File: src/rtl/mem_port_arbiter_if.sv
// Signal bundle between the fetch/load-store requesters, the shared memory and the arbiter.
// slave is the arbiter's view; master is the view of whatever surrounds it (core + memory).
interface mem_port_arbiter_if #(
    parameter int ADDR_W = 32,
    parameter int DATA_W = 32
);
    logic              i_req;
    logic [ADDR_W-1:0] i_addr;
    logic              i_ready;
    logic              i_rvalid;
    logic [DATA_W-1:0] i_rdata;
    logic              i_err;

    logic              d_req;
    logic              d_we;
    logic [ADDR_W-1:0] d_addr;
    logic [DATA_W-1:0] d_wdata;
    logic              d_ready;
    logic              d_rvalid;
    logic [DATA_W-1:0] d_rdata;
    logic              d_err;

    logic              mem_req;
    logic              mem_we;
    logic [ADDR_W-1:0] mem_addr;
    logic [DATA_W-1:0] mem_wdata;
    logic              mem_ack;
    logic [DATA_W-1:0] mem_rdata;

    logic [1:0]        dbg_state;

    modport slave (
        input  i_req, i_addr,
        output i_ready, i_rvalid, i_rdata, i_err,
        input  d_req, d_we, d_addr, d_wdata,
        output d_ready, d_rvalid, d_rdata, d_err,
        output mem_req, mem_we, mem_addr, mem_wdata,
        input  mem_ack, mem_rdata,
        output dbg_state
    );

    modport master (
        output i_req, i_addr,
        input  i_ready, i_rvalid, i_rdata, i_err,
        output d_req, d_we, d_addr, d_wdata,
        input  d_ready, d_rvalid, d_rdata, d_err,
        input  mem_req, mem_we, mem_addr, mem_wdata,
        output mem_ack, mem_rdata,
        input  dbg_state
    );
endinterface

File: src/rtl/mem_port_arbiter.sv
// Round-robin arbiter sharing one memory port between instruction fetch (I) and load/store (D),
// one transaction in flight, with a watchdog that turns a missing mem_ack into an error response.
module mem_port_arbiter #(
    parameter int ADDR_W  = 32,
    parameter int DATA_W  = 32,
    parameter int TIMEOUT = 16
) (
    input logic clk,
    input logic rst,
    mem_port_arbiter_if.slave bus
);
    // Handshake: a request is taken only in the cycle its ready is high (IDLE, rst low); the
    // response is a single-cycle rvalid strobe with rdata/err, issued in RESP to the owner.
    typedef enum logic [1:0] {
        IDLE = 2'd0,
        BUSY = 2'd1,
        RESP = 2'd2
    } state_t;

    localparam logic [7:0] CNT_LAST = 8'(TIMEOUT - 1);

    state_t            state;
    state_t            state_next;
    logic              last_grant;
    logic              owner;
    logic              we_q;
    logic [ADDR_W-1:0] addr_q;
    logic [DATA_W-1:0] wdata_q;
    logic [DATA_W-1:0] rdata_q;
    logic              err_q;
    logic [7:0]        cnt;
    logic              grant_i;
    logic              grant_d;
    logic              busy;
    logic              resp_i;
    logic              resp_d;

    always_ff @(posedge clk) begin
        if (rst) state <= IDLE;
        else     state <= state_next;
    end

    always_comb begin
        state_next = state;
        grant_i    = 1'b0;
        grant_d    = 1'b0;
        case (state)
            IDLE: begin
                if (!rst) begin
                    // On a tie the requester that did not win last time goes next.
                    if (bus.i_req && (!bus.d_req || last_grant)) grant_i = 1'b1;
                    else if (bus.d_req)                          grant_d = 1'b1;
                end
                if (grant_i || grant_d) state_next = BUSY;
            end
            BUSY: begin
                if (bus.mem_ack || cnt == CNT_LAST) state_next = RESP;
            end
            RESP:    state_next = IDLE;
            default: state_next = IDLE;
        endcase
    end

    always_ff @(posedge clk) begin
        if (rst) begin
            last_grant <= 1'b1;
            owner      <= 1'b0;
            we_q       <= 1'b0;
            addr_q     <= '0;
            wdata_q    <= '0;
            rdata_q    <= '0;
            err_q      <= 1'b0;
            cnt        <= 8'd0;
        end else begin
            case (state)
                IDLE: begin
                    if (grant_i) begin
                        owner      <= 1'b0;
                        last_grant <= 1'b0;
                        we_q       <= 1'b0;
                        addr_q     <= bus.i_addr;
                        wdata_q    <= '0;
                        cnt        <= 8'd0;
                    end else if (grant_d) begin
                        owner      <= 1'b1;
                        last_grant <= 1'b1;
                        we_q       <= bus.d_we;
                        addr_q     <= bus.d_addr;
                        wdata_q    <= bus.d_wdata;
                        cnt        <= 8'd0;
                    end
                end
                BUSY: begin
                    // An ack arriving on the timeout cycle still completes normally.
                    if (bus.mem_ack) begin
                        rdata_q <= we_q ? '0 : bus.mem_rdata;
                        err_q   <= 1'b0;
                    end else if (cnt == CNT_LAST) begin
                        rdata_q <= '0;
                        err_q   <= 1'b1;
                    end else begin
                        cnt <= cnt + 8'd1;
                    end
                end
                default: ;
            endcase
        end
    end

    assign busy   = (state == BUSY);
    assign resp_i = (state == RESP) && !owner;
    assign resp_d = (state == RESP) && owner;

    assign bus.i_ready   = grant_i;
    assign bus.d_ready   = grant_d;
    assign bus.mem_req   = busy;
    assign bus.mem_we    = busy & we_q;
    assign bus.mem_addr  = busy ? addr_q : '0;
    assign bus.mem_wdata = busy ? wdata_q : '0;

    assign bus.i_rvalid  = resp_i;
    assign bus.i_rdata   = resp_i ? rdata_q : '0;
    assign bus.i_err     = resp_i & err_q;
    assign bus.d_rvalid  = resp_d;
    assign bus.d_rdata   = resp_d ? rdata_q : '0;
    assign bus.d_err     = resp_d & err_q;

    assign bus.dbg_state = state;
endmodule

File: src/flat_wrapper.sv
// flat-port wrapper written by rule: the top's interface ports become plain ports
module mem_port_arbiter_flat 
#(
    parameter int ADDR_W  = 32,
    parameter int DATA_W  = 32,
    parameter int TIMEOUT = 16
)
  (clk, rst, bus_i_req, bus_i_addr, bus_i_ready, bus_i_rvalid, bus_i_rdata, bus_i_err, bus_d_req, bus_d_we, bus_d_addr, bus_d_wdata, bus_d_ready, bus_d_rvalid, bus_d_rdata, bus_d_err, bus_mem_req, bus_mem_we, bus_mem_addr, bus_mem_wdata, bus_mem_ack, bus_mem_rdata, bus_dbg_state);
  mem_port_arbiter_if #(.ADDR_W(ADDR_W), .DATA_W(DATA_W)) bus_i ();
  input logic clk;
  input logic rst;
  input wire logic [$bits(bus_i.i_req)-1:0] bus_i_req;
  input wire logic [$bits(bus_i.i_addr)-1:0] bus_i_addr;
  output wire logic [$bits(bus_i.i_ready)-1:0] bus_i_ready;
  output wire logic [$bits(bus_i.i_rvalid)-1:0] bus_i_rvalid;
  output wire logic [$bits(bus_i.i_rdata)-1:0] bus_i_rdata;
  output wire logic [$bits(bus_i.i_err)-1:0] bus_i_err;
  input wire logic [$bits(bus_i.d_req)-1:0] bus_d_req;
  input wire logic [$bits(bus_i.d_we)-1:0] bus_d_we;
  input wire logic [$bits(bus_i.d_addr)-1:0] bus_d_addr;
  input wire logic [$bits(bus_i.d_wdata)-1:0] bus_d_wdata;
  output wire logic [$bits(bus_i.d_ready)-1:0] bus_d_ready;
  output wire logic [$bits(bus_i.d_rvalid)-1:0] bus_d_rvalid;
  output wire logic [$bits(bus_i.d_rdata)-1:0] bus_d_rdata;
  output wire logic [$bits(bus_i.d_err)-1:0] bus_d_err;
  output wire logic [$bits(bus_i.mem_req)-1:0] bus_mem_req;
  output wire logic [$bits(bus_i.mem_we)-1:0] bus_mem_we;
  output wire logic [$bits(bus_i.mem_addr)-1:0] bus_mem_addr;
  output wire logic [$bits(bus_i.mem_wdata)-1:0] bus_mem_wdata;
  input wire logic [$bits(bus_i.mem_ack)-1:0] bus_mem_ack;
  input wire logic [$bits(bus_i.mem_rdata)-1:0] bus_mem_rdata;
  output wire logic [$bits(bus_i.dbg_state)-1:0] bus_dbg_state;
  assign bus_i.i_req = bus_i_req;
  assign bus_i.i_addr = bus_i_addr;
  assign bus_i_ready = bus_i.i_ready;
  assign bus_i_rvalid = bus_i.i_rvalid;
  assign bus_i_rdata = bus_i.i_rdata;
  assign bus_i_err = bus_i.i_err;
  assign bus_i.d_req = bus_d_req;
  assign bus_i.d_we = bus_d_we;
  assign bus_i.d_addr = bus_d_addr;
  assign bus_i.d_wdata = bus_d_wdata;
  assign bus_d_ready = bus_i.d_ready;
  assign bus_d_rvalid = bus_i.d_rvalid;
  assign bus_d_rdata = bus_i.d_rdata;
  assign bus_d_err = bus_i.d_err;
  assign bus_mem_req = bus_i.mem_req;
  assign bus_mem_we = bus_i.mem_we;
  assign bus_mem_addr = bus_i.mem_addr;
  assign bus_mem_wdata = bus_i.mem_wdata;
  assign bus_i.mem_ack = bus_mem_ack;
  assign bus_i.mem_rdata = bus_mem_rdata;
  assign bus_dbg_state = bus_i.dbg_state;
  mem_port_arbiter #(.ADDR_W(ADDR_W), .DATA_W(DATA_W), .TIMEOUT(TIMEOUT)) u_core (.clk(clk), .rst(rst), .bus(bus_i));
endmodule
File: config.mk
export PLATFORM = sky130hd
export DESIGN_NAME = mem_port_arbiter_flat
export DESIGN_NICKNAME = d
export VERILOG_FILES = /design/src/rtl/mem_port_arbiter_if.sv /design/src/rtl/mem_port_arbiter.sv /design/src/flat_wrapper.sv
export SDC_FILE = /design/constraint.sdc
export NUM_CORES = 1
export LEC_CHECK = 0
export CORE_MARGIN = 1.5
export CORE_UTILIZATION = 37
export CTS_CLUSTER_SIZE = 25
export DETAILED_ROUTE_END_ITERATION = 8
export GPL_ROUTABILITY_DRIVEN = 0
export GPL_TIMING_DRIVEN = 0
export HOLD_SLACK_MARGIN = 0.02
export PLACE_DENSITY_LB_ADDON = 0.08
export SYNTH_ARGS = -nofsm -noshare
export SYNTH_HDL_FRONTEND = slang
export SYNTH_SLANG_ARGS = --single-unit
File: constraint.sdc
create_clock -name clk -period 1.8 [get_ports clk]
set_clock_uncertainty 0.05 [all_clocks]
set_input_delay 0.18 -clock clk [delete_from_list [all_inputs] [get_ports clk]]
set_output_delay 0.18 -clock clk [all_outputs]
set_load 0.01 [all_outputs]
==> flow_summary_export.csv <==
group,metric,value,unit
cells_and_area,final_util,72.7,%
cells_and_area,fillerInstances,1040,
worst_setup_path,arrival,1.72,ns
clock_tree,holdBufCountCts,0,
clock_tree,cts-buffers-inserted,9,
floorplan,ios,272,
yosys,seq_area_frac_synth,40.9,%
detailed_routing,firstDrtPassIters,4,
min_path,timing.hold.worst.class,"input port to register",
detailed_routing,antenna_violating_nets_post_route,0,
yosys,netlist_instances,650,
floorplan,die-height,124,um
yosys,post_synth_num_cell_types,44,
detailed_routing,first_iter_violations,276,
clock_tree,cts_sinks,110,
power,p_leak,4.23,nW
global_route,global_route_total_usage_across_every_layer,24.9,%
timing,final.period_utilization,108,%
status,violations_in_the_final_reports,"setup timing",
global_route,grt_max_degree,17,
global_route,initial_antenna_violation_count,0,
detailed_routing,wirelength,20.9,mm
yosys,synth_area_per_cell,8.28,um2
floorplan,die_area,0.0153,mm2
floorplan,core,0.0140,mm2
cells_and_area,num_antenna_cells,0,
status,outcome,"finished with violations",
timing,final_hold_viol_count,0,
place,worst_slack_at_placement,-0.995,ns
timing,hold-worst-slack,0.324,ns
global_route,number_of_global_route_vias_before_repair,5778,
yosys,synthesis.nets,785,
job,max_cap_viol_count,0,
yosys,ys_ff_latch,110,
yosys,synth_ff_type,"dfxtp_1",
worst_setup_path,worstSetupStartpointType,"input port",
timing,max_slew.worst_pin.slew,0.722,ns
clock_tree,cts.path.max_buffers,2,
floorplan,rows,43,
detailed_routing,route.vias.total,5958,
worst_setup_path,crit_path_cell_trace,"clkdlybuf4s50_1, or4b_4, a21oi_4, buf_6, buf_6",
place,placement.io_buffers,270,
clock_tree,cts_tree,"yes",
worst_setup_path,worst_ep_required_time,1.57,ns
timing,slew_violations,0,
clock_tree,clock_insertion_delay_worst_skew,0.35,ns
worst_setup_path,cpMaxStageDelayCell,"clkdlybuf4s50_1",
floorplan,fp.dieW,124,um
global_route,globalRouteOverflowTotal,0,
timing,rsz0062_at_grt,"true",
detailed_routing,routedWlPerCell,17.8,um
worst_setup_path,timing.setup.critical_path_class,"input port to primary output",
clock_tree,clk_pin_slew,0.07,ns
timing,timing.fmax,514,MHz
floorplan,start_util,38.3,%
yosys,syn-cell-area,0.00538,mm2
clock_tree,h-tree-depth,3,
timing,timing.slew.headroom,51.9,%
timing,setup_slack,-0.146,ns
clock_tree,cts-root-buf,"clkbuf_16",
cells_and_area,area_growth_syn_to_layout,89.7,%
detailed_routing,routed_via_density,5.08,
worst_setup_path,critical_path_peak_fanout,5,
timing,final.min_clock_period,1.95,ns
global_route,grt_first_pass_wirelength,29.4,mm
cells_and_area,layout-drive-gt1-share,41.0,%
detailed_routing,remaining_drc_errors,0,
worst_setup_path,critical_path.most_common_cell,"buf_6",
worst_setup_path,critPathMaxStageDelay,0.59,ns
timing,setup-violations-final,130,
power,worst_ir_drop_vdd,0.462,mV
yosys,synth-warning-count,0,
cells_and_area,final_net_count,1124,
yosys,postSynth.asyncResetShare,0,%
yosys,synth-edff-count,0,
power,power_per_cell_area,580,mW/mm2
place,detailed_place_hpwl,13.9,mm
worst_setup_path,worstSetupEndpointType,"primary output",
==> synthesized netlist by cell type (2+ instances only) <==
master	count	area, um2
and2_1	133	832
dfxtp_1	110	2200
nand2_1	101	379
nor2_1	66	248
clkbuf_1	36	135
nand2b_1	34	213
a311oi_1	32	280
mux2i_1	32	320
a22oi_1	31	233
buf_2	10	50.1
nand3_1	8	40.0
a21oi_1	6	30.0
buf_6	6	67.6
a21o_1	4	30.0
nor2b_1	3	18.8
nor3b_1	3	22.5
o211ai_1	3	22.5
inv_1	2	7.51
nor3_1	2	10.0
o21a_1	2	15.0
o21ai_0	2	10.0
o21ai_1	2	10.0
==> final timing paths <==
kind / start / endpoint / slack, ns / cells after the start
min: bus_mem_rdata[0] / u_core.rdata_q[0] / 0.32 / 3
min reg2reg: u_core.last_grant / u_core.last_grant / 0.42 / 1
max reg2reg: u_core.cnt[4] / u_core.rdata_q[28] / -0.08 / 5
max: bus_d_req / bus_d_ready / -0.15 / 5
==> through the flow <==
step / area, um2 / power [mW] / cells / TNS, ns
5_1_grt: 10200 / 6.14 / 1173 / -14.69
4_1_cts: 8980 / 5.67 / 1150 / -4.73
3_3_place_gp: 8310 / 3.53 / 1100 / -106.28
2_1_floorplan: 5380 / 3.05 / 650 / 0
6_report: 10200 / 5.92 / 1173 / -4.46
3_5_place_dp: 8310 / 3.56 / 1100 / -112.10
==> flip-flops by register name, indices dropped and copies added, names as in the netlist <==
name	count
u_core.wdata_q	32
u_core.owner	1
u_core.rdata_q	32
u_core.err_q	1
u_core.addr_q	32
u_core.cnt	8
u_core.bus.dbg_state	2
u_core.last_grant	1
u_core.we_q	1
==> cells by family (layout without fill, tap and decap cells) <==
family,count (synthesis),after routing,synth area share [%]
AO/OA/AOI/OAI,90,90,13.2
XOR/XNOR,1,1,0.163
adder cells (fa/ha/maj),1,1,0.233
buffers and inverters,56,398,5.05
flip-flops,110,110,40.9
multiplexers,33,33,6.16
AND/OR/NAND/NOR,359,360,34.3
==> per-layer routing <==
layer / wire length (um) / vias to the layer above / GRT usage [%]
met5: 0 / - / 0
met4: 381 / 0 / 6.68
met3: 1460 / 28 / 7.19
met2: 11400 / 203 / 46.8
met1: 7720 / 2871 / 27.3
li1: - / 2856 / -
==> layout by cell type (no fill, tap or decap), types with 12 or more instances in the layout <==
cell type and count:
nor2_1 64, clkdlybuf4s50_1 134, and2_1 31, a311oi_1 15, a22oi_2 19, nand2b_1 34, clkbuf_16 22, nand2_1 101
a22oi_1 12, mux2i_1 32, buf_6 128, clkbuf_2 12, and2_4 102, dfxtp_1 104, clkbuf_1 16, buf_2 26
a311oi_2 17, buf_8 22, buf_4 19
==> area by class of cell <==
| class | instances | area (um2) | share of cell area [%] |
|---|---|---|---|
| clock buffer | 11 | 243 | 2.38 |
| sequential | 110 | 2220 | 21.7 |
| multi-input combinational | 485 | 3450 | 33.8 |
| tap | 180 | 225 | 2.21 |
| clock inverter | 4 | 47.5 | 0.466 |
| inverter | 2 | 7.51 | 0.0736 |
| buffer | 51 | 554 | 5.43 |
| timing repair buffer | 330 | 3460 | 33.9 |
==> worst max-delay path: cells and delay by family <==
kind / cells / cell delay, ns
buf+inv: 3 / 0.81
simple gates: 1 / 0.53
compound gates: 1 / 0.19
==> power by group <==
part | total, mW | leakage, nW | switching, mW | internal, mW
registers | 2.62 | 0.899 | 0.0785 | 2.54
logic | 1.29 | 3.19 | 0.526 | 0.765
clock network | 2.01 | 0.141 | 0.902 | 1.11
==> repair_timing <==
item | CTS | global route
pin swaps | 23 | 84
setup buffers | 28 | 21
setup endpoints to repair | 216 | 223
gates resized for setup | 687 | 265
gates cloned | 8 | 12
Power figures use the tool's default switching activity.
